$ cat src/rtl/floor_request_scheduler_if.sv
// Bundle between the floor-key/movement/door datapath and the LOOK scheduler.
// FIRE_RECALL_EN adds the level input `recall`.
interface floor_request_scheduler_if #(
  parameter int NUM_FLOORS = 4,
  parameter int FLOOR_W    = 2
);
  // Signalling: tick, call_req and move_done are one-cycle pulses consumed on
  // the edge they are high; door_closed, overload, current_floor (and recall)
  // are levels; every scheduler output is a registered level.
  logic                  tick;
  logic [NUM_FLOORS-1:0] call_req;
  logic [FLOOR_W-1:0]    current_floor;
  logic                  move_done;
  logic                  door_closed;
  logic                  overload;
`ifdef FIRE_RECALL_EN
  logic                  recall;
`endif
  logic [NUM_FLOORS-1:0] pending;
  logic [1:0]            state;
  logic                  dir_up;
  logic                  move_up;
  logic                  move_down;
  logic                  door_open_cmd;

  modport master (
    output tick, call_req, current_floor, move_done, door_closed, overload,
`ifdef FIRE_RECALL_EN
    output recall,
`endif
    input  pending, state, dir_up, move_up, move_down, door_open_cmd
  );

  modport slave (
    input  tick, call_req, current_floor, move_done, door_closed, overload,
`ifdef FIRE_RECALL_EN
    input  recall,
`endif
    output pending, state, dir_up, move_up, move_down, door_open_cmd
  );
endinterface

$ cat src/rtl/floor_request_scheduler.sv
// LOOK-algorithm elevator scheduler: latches calls, picks sweep direction,
// commands floor steps and door dwell. Optional fire recall via FIRE_RECALL_EN.
module floor_request_scheduler #(
  parameter int NUM_FLOORS  = 4,
  parameter int FLOOR_W     = 2,
  parameter int DWELL_TICKS = 8
) (
  input logic                        clock,
  input logic                        reset,
  floor_request_scheduler_if.slave   bus
);
  typedef enum logic [1:0] {
    S_IDLE  = 2'b00,
    S_OPEN  = 2'b01,
    S_MOVE  = 2'b10,
    S_CLOSE = 2'b11
  } state_t;

  localparam logic [FLOOR_W-1:0] TOP_FLOOR = FLOOR_W'(NUM_FLOORS - 1);
  localparam logic [FLOOR_W-1:0] BOT_FLOOR = '0;
  localparam logic [7:0]         DWELL_LD  = 8'(DWELL_TICKS);

  state_t                state_q, state_d;
  logic [NUM_FLOORS-1:0] pending_q, pending_d;
  logic                  dir_up_q, dir_up_d;
  logic                  move_up_q, move_up_d;
  logic                  move_down_q, move_down_d;
  logic                  door_open_q, door_open_d;
  logic [7:0]            dwell_q, dwell_d;

  logic [NUM_FLOORS-1:0] req;
  logic                  above, below, here, choose_up;

  always_ff @(posedge clock) begin
    if (reset) begin
      state_q     <= S_IDLE;
      pending_q   <= '0;
      dir_up_q    <= 1'b1;
      move_up_q   <= 1'b0;
      move_down_q <= 1'b0;
      door_open_q <= 1'b0;
      dwell_q     <= '0;
    end else begin
      state_q     <= state_d;
      pending_q   <= pending_d;
      dir_up_q    <= dir_up_d;
      move_up_q   <= move_up_d;
      move_down_q <= move_down_d;
      door_open_q <= door_open_d;
      dwell_q     <= dwell_d;
    end
  end

  always_comb begin
    req = pending_q | bus.call_req;
`ifdef FIRE_RECALL_EN
    if (bus.recall) req = '0;
`endif
    above = 1'b0;
    below = 1'b0;
    for (int i = 0; i < NUM_FLOORS; i++) begin
      if (FLOOR_W'(i) > bus.current_floor) above = above | req[i];
      if (FLOOR_W'(i) < bus.current_floor) below = below | req[i];
    end
    here = req[bus.current_floor];

    // Keep sweeping while calls remain ahead, otherwise turn around.
    if (dir_up_q && above)       choose_up = 1'b1;
    else if (!dir_up_q && below) choose_up = 1'b0;
    else if (above)              choose_up = 1'b1;
    else if (below)              choose_up = 1'b0;
    else                         choose_up = dir_up_q;

    state_d   = state_q;
    dir_up_d  = dir_up_q;
    pending_d = req;
    dwell_d   = dwell_q;

    case (state_q)
      S_IDLE: begin
        if (here) state_d = S_OPEN;
        else if (above || below) begin
          state_d  = S_MOVE;
          dir_up_d = choose_up;
        end
      end
      S_OPEN: begin
        if (bus.tick && dwell_q != 8'd0) dwell_d = dwell_q - 8'd1;
        if (here) dwell_d = DWELL_LD;
        else if (dwell_q == 8'd0 && !bus.overload) state_d = S_CLOSE;
      end
      S_CLOSE: begin
        if (here || bus.overload) state_d = S_OPEN;
        else if (bus.door_closed) begin
          if (above || below) begin
            state_d  = S_MOVE;
            dir_up_d = choose_up;
          end else begin
            state_d = S_IDLE;
          end
        end
      end
      S_MOVE: begin
        if (bus.move_done) begin
          if (here) state_d = S_OPEN;
          else if (above || below) dir_up_d = choose_up;
          else state_d = S_IDLE;
        end
      end
      default: state_d = S_IDLE;
    endcase

`ifdef FIRE_RECALL_EN
    // Recall: head for floor 0 and park there with the door open.
    if (bus.recall) begin
      case (state_q)
        S_IDLE: begin
          state_d  = (bus.current_floor == BOT_FLOOR) ? S_OPEN : S_MOVE;
          dir_up_d = 1'b0;
        end
        S_OPEN: begin
          if (bus.current_floor != BOT_FLOOR) state_d = S_CLOSE;
          else begin
            state_d = S_OPEN;
            dwell_d = dwell_q;
          end
        end
        S_CLOSE: begin
          if (bus.current_floor == BOT_FLOOR) state_d = S_OPEN;
          else if (bus.door_closed) begin
            state_d  = S_MOVE;
            dir_up_d = 1'b0;
          end else state_d = S_CLOSE;
        end
        default: begin
          dir_up_d = 1'b0;
          state_d  = (bus.move_done && bus.current_floor == BOT_FLOOR) ? S_OPEN : S_MOVE;
        end
      endcase
    end
`endif

    if (state_d == S_MOVE &&
        ((dir_up_d && bus.current_floor == TOP_FLOOR) ||
         (!dir_up_d && bus.current_floor == BOT_FLOOR)))
      state_d = S_IDLE;

    if (state_d == S_OPEN && state_q != S_OPEN) dwell_d = DWELL_LD;
    // The floor being served never latches while the door cycle is active.
    if (state_d == S_OPEN || state_q == S_OPEN || state_q == S_CLOSE)
      pending_d[bus.current_floor] = 1'b0;
  end

  always_comb begin
    move_up_d   = (state_d == S_MOVE) && dir_up_d;
    move_down_d = (state_d == S_MOVE) && !dir_up_d;
    door_open_d = (state_d == S_OPEN);
  end

  assign bus.pending       = pending_q;
  assign bus.state         = state_q;
  assign bus.dir_up        = dir_up_q;
  assign bus.move_up       = move_up_q;
  assign bus.move_down     = move_down_q;
  assign bus.door_open_cmd = door_open_q;
endmodule

$ cat src/flat_wrapper.sv
// flat-port wrapper written by rule: the top's interface ports become plain ports
module floor_request_scheduler_flat 
#(
  parameter int NUM_FLOORS  = 4,
  parameter int FLOOR_W     = 2,
  parameter int DWELL_TICKS = 8
)
  (clock, reset, bus_tick, bus_call_req, bus_current_floor, bus_move_done, bus_door_closed, bus_overload, bus_pending, bus_state, bus_dir_up, bus_move_up, bus_move_down, bus_door_open_cmd);
  floor_request_scheduler_if #(.NUM_FLOORS(NUM_FLOORS), .FLOOR_W(FLOOR_W)) bus_i ();
  input logic clock;
  input logic reset;
  input wire logic [$bits(bus_i.tick)-1:0] bus_tick;
  input wire logic [$bits(bus_i.call_req)-1:0] bus_call_req;
  input wire logic [$bits(bus_i.current_floor)-1:0] bus_current_floor;
  input wire logic [$bits(bus_i.move_done)-1:0] bus_move_done;
  input wire logic [$bits(bus_i.door_closed)-1:0] bus_door_closed;
  input wire logic [$bits(bus_i.overload)-1:0] bus_overload;
  output wire logic [$bits(bus_i.pending)-1:0] bus_pending;
  output wire logic [$bits(bus_i.state)-1:0] bus_state;
  output wire logic [$bits(bus_i.dir_up)-1:0] bus_dir_up;
  output wire logic [$bits(bus_i.move_up)-1:0] bus_move_up;
  output wire logic [$bits(bus_i.move_down)-1:0] bus_move_down;
  output wire logic [$bits(bus_i.door_open_cmd)-1:0] bus_door_open_cmd;
  assign bus_i.tick = bus_tick;
  assign bus_i.call_req = bus_call_req;
  assign bus_i.current_floor = bus_current_floor;
  assign bus_i.move_done = bus_move_done;
  assign bus_i.door_closed = bus_door_closed;
  assign bus_i.overload = bus_overload;
  assign bus_pending = bus_i.pending;
  assign bus_state = bus_i.state;
  assign bus_dir_up = bus_i.dir_up;
  assign bus_move_up = bus_i.move_up;
  assign bus_move_down = bus_i.move_down;
  assign bus_door_open_cmd = bus_i.door_open_cmd;
  floor_request_scheduler #(.NUM_FLOORS(NUM_FLOORS), .FLOOR_W(FLOOR_W), .DWELL_TICKS(DWELL_TICKS)) u_core (.clock(clock), .reset(reset), .bus(bus_i));
endmodule
$ cat config.mk
export PLATFORM = sky130hd
export DESIGN_NAME = floor_request_scheduler_flat
export DESIGN_NICKNAME = d
export VERILOG_FILES = /design/src/rtl/floor_request_scheduler_if.sv /design/src/rtl/floor_request_scheduler.sv /design/src/flat_wrapper.sv
export SDC_FILE = /design/constraint.sdc
export NUM_CORES = 1
export LEC_CHECK = 0
export CAP_MARGIN = 20
export CORE_UTILIZATION = 53
export DETAILED_ROUTE_END_ITERATION = 8
export PLACE_DENSITY = 0.82
export SLEW_MARGIN = 30
export SYNTH_ARGS = -nofsm -noshare
export SYNTH_HDL_FRONTEND = slang
export SYNTH_SLANG_ARGS = --single-unit
$ cat constraint.sdc
create_clock -name clock -period 4.25 [get_ports clock]
set_input_delay 1.275 -clock clock [delete_from_list [all_inputs] [get_ports clock]]
set_output_delay 1.275 -clock clock [all_outputs]
set_load 0.01 [all_outputs]
==> qor.yml <==
outcome:
  outcome: "finished clean"
timing:
  min_period_over_period_pct: 79.6
  worstMarginPinSlew_ns: 0.497
  fin_tns_setup_ns: 0
  rsz0062_at_grt: "false"
  period_needed_ns: 3.38
  skew_ns: 0.00114
  setup_viol_count_final: 0
  fmax_mhz: 296
  slew_headroom_pct: 66.6
  maxSlewViolCount: 0
  finalHoldViolations: 0
  hold_slack_ns: 0.523
final_layout:
  mostFrequentLayoutCells: "clkdlybuf4s50_1 (21), dfxtp_1 (18), nor2_1 (16)"
  antenna_cells: 0
  layout.nets: 160
  final_area_mm2: 0.00132
  drive_above_1_share_pct: 11.6
  area_growth_pct: 25.3
  fill_cells: 147
  stdcell_count: 171
  final_common_cell: "clkdlybuf4s50_1"
global_route:
  grt_pass1_wl_um: 3790
  antenna_found_initial: 0
  overflow: 0
  grtUsageTotal_pct: 24.9
  grt_max_degree: 14
  grt_pass1_vias: 886
detailed_routing:
  finalWirelength_um: 2470
  final_antenna_net_count: 0
  wire_per_inst_um: 14.4
  drtIter0Drc: 24
  num_vias: 1029
  drc: 0
  dr.pass1.iters: 4
  via_per_inst: 6.02
synthesis:
  synthTopCellsByArea: "dfxtp_1 (34%), nor2_1 (5.7%), nor3_1 (5.2%)"
  yosysTopAreaCell: "dfxtp_1"
  yosys.cell_types.count: 43
  syn_area_mm2: 0.00105
  syn-mean-instance-area_um2: 8.51
  synth_edf_count: 0
  synthCells: 124
  synth.ff_latch_count: 18
  ys_warn_count: 0
  synth_top_area_share_pct: 34.2
  synth_seq_area_share_pct: 34.2
  synth_fp_nets: 137
  synth_ff_type: "dfxtp_1"
  synth_async_sr_flop_share_pct: 0
cts:
  cts_sinks: 18
  clk_pin_slew_worst_paths_ns: 0.10
  cts-htree-levels: 1
  cts_tree: "built"
  cts_setup_buffers: 0
  cts-resized-gates: 0
  numCtsBuffers: 3
  clock_latency_ns: 0.30
  clockBufferDepth: 2
  cts_root_buf: "clkbuf_4"
  cts_hold_buf: 0
min_path:
  holdCritPathClass: "reg2reg"
  min_to: "u_core.dwell_q[0]"
  min_path_cells: 1
  hp-start: "u_core.dwell_q[0]"
pwr:
  seq_power_share_pct: 42.6
  p_leak_nw: 0.486
  power_density_mw_per_mm2: 358
  pwr-share-comb_pct: 34.7
  internal_power_mw: 0.316
  p_clk_share_pct: 22.7
  p_sw_mw: 0.156
  ir_drop_v: 0.000252
  swShare_pct: 33.1
place:
  dpl_cell_area_mm2: 0.00128
  io_buffer_count: 21
  globalplace.congestion: 0.869
  dp_hpwl_um: 1800
  dp.cells: 167
worst_setup_path:
  path_cells: "clkdlybuf4s50_1 > or4_4 > a221o_1 > or3_1 > a22o_2 > o21ai_4 > nor2_1"
  cp.buffers_inverters: 1
  r2r_setup_slack_ns: 1.98
  r2r-start: "u_core.bus.pending[0]"
  crit_fanout: 5
  worstPathRequired_ns: 4.45
  crit_type: "in2reg"
  start_kind: "primary input"
  path_delay_family: "simple AND/OR/NAND/NOR gates"
  endpoint_kind: "flop"
  max_stage_delay_ns: 0.57
  r2r_end: "u_core.dwell_q[2]"
  reg2reg_depth: 6
  crit_slowest_cell: "or4_4"
  arrival_ns: 3.58
die:
  std_cell_rows: 15
  die_area_mm2: 0.00217
  io_pins: 22
  die_w_um: 46.6
  core_mm2: 0.00180
  dieHeight_um: 46.6
  start_util_pct: 58.5
job:
  cap_violations: 0
==> sequential cells by signal (all words and copies together), names as in the netlist <==
signal and flops:
u_core.bus.move_down 1, u_core.bus.pending 4, u_core.bus.dir_up 1, u_core.bus.state 2, u_core.dwell_q 8, u_core.bus.move_up 1, u_core.bus.door_open_cmd 1
==> worst register-to-register path: stages, from the launching register on <==
cell and delay [ns]:
dfxtp_1 0.35, or4_4 0.53, a221o_1 0.34, or3_1 0.35
a22o_2 0.33, o21ai_4 0.18, nor2_1 0.08
==> synth_stat cells (all sizes together) (2+ instances only) <==
cell / number
a21o: 2
a21oi: 6
a31oi: 2
clkbuf: 3
dfxtp: 18
inv: 5
mux4: 2
nand2: 3
nand2b: 4
nor2: 17
nor2b: 3
nor3: 11
nor3b: 4
nor4: 3
o21ai: 3
or2: 6
or3: 5
or4: 3
xnor2: 4
==> power groups by stage <==
stage / clock, mW / sequential (mW) / combinational [mW]
final: 0.107 / 0.201 / 0.164
after global routing: 0.114 / 0.204 / 0.179
after CTS: 0.110 / 0.201 / 0.163
after detailed placement: 0 / 0.205 / 0.160
after global placement: 0 / 0.204 / 0.158
after floorplan: 0 / 0.206 / 0.109
==> cell type report <==
type | instances | area (um^2) | area share [%]
multi-input combinational | 98 | 664 | 50.3
sequential | 18 | 360 | 27.3
timing repair buffer | 21 | 210 | 15.9
clock buffer | 4 | 36.3 | 2.75
tap | 25 | 31.3 | 2.37
inverter | 5 | 18.8 | 1.42
==> metal layers <==
metal  track usage (%)  vias to the layer above  routed length, um
met4              8.57                        0                 32
met1              30.7                      485               1080
met5                 0                        -                  0
li1                  -                      502                  -
met3              4.71                        4                126
met2              42.8                       38               1230
==> logic make-up (layout without fill, tap and decap cells) <==
kind of cell | count (synthesis) | after routing | share of synthesized area, %
and+or+nand+nor | 61 | 61 | 32.1
AOI/OAI and AO/OA | 29 | 29 | 21.2
DFF | 18 | 18 | 34.2
buffers and inverters | 8 | 30 | 2.85
xor gates and xnor gates | 5 | 5 | 4.15
muxes | 2 | 2 | 4.27
adders and majority gates | 1 | 1 | 1.19
==> per-stage QoR <==
stage | total power, mW | setup slack, ns | utilization (%)
2_1_floorplan | 0.314 | 1.14 | -
3_3_place_gp | 0.363 | 0.601 | 71.3
3_5_place_dp | 0.366 | 0.558 | 71.3
4_1_cts | 0.474 | 0.873 | 73.3
5_1_grt | 0.497 | 0.779 | 73.3
6_report | 0.473 | 0.867 | 73.3
==> worst max path at each step <==
stage	from	cells past startpoint	slack [ns]	endpoint
floorplan	bus_call_req[0]	6	1.14	u_core.dwell_q[2]
global placement	bus_current_floor[1]	6	0.60	u_core.dwell_q[3]
detailed placement	bus_call_req[0]	7	0.56	u_core.dwell_q[2]
CTS	bus_call_req[0]	7	0.87	u_core.dwell_q[2]
global route	bus_call_req[0]	7	0.78	u_core.dwell_q[2]
finish	bus_call_req[0]	7	0.87	u_core.dwell_q[2]
No activity file was read; power rests on OpenSTA's default activity.
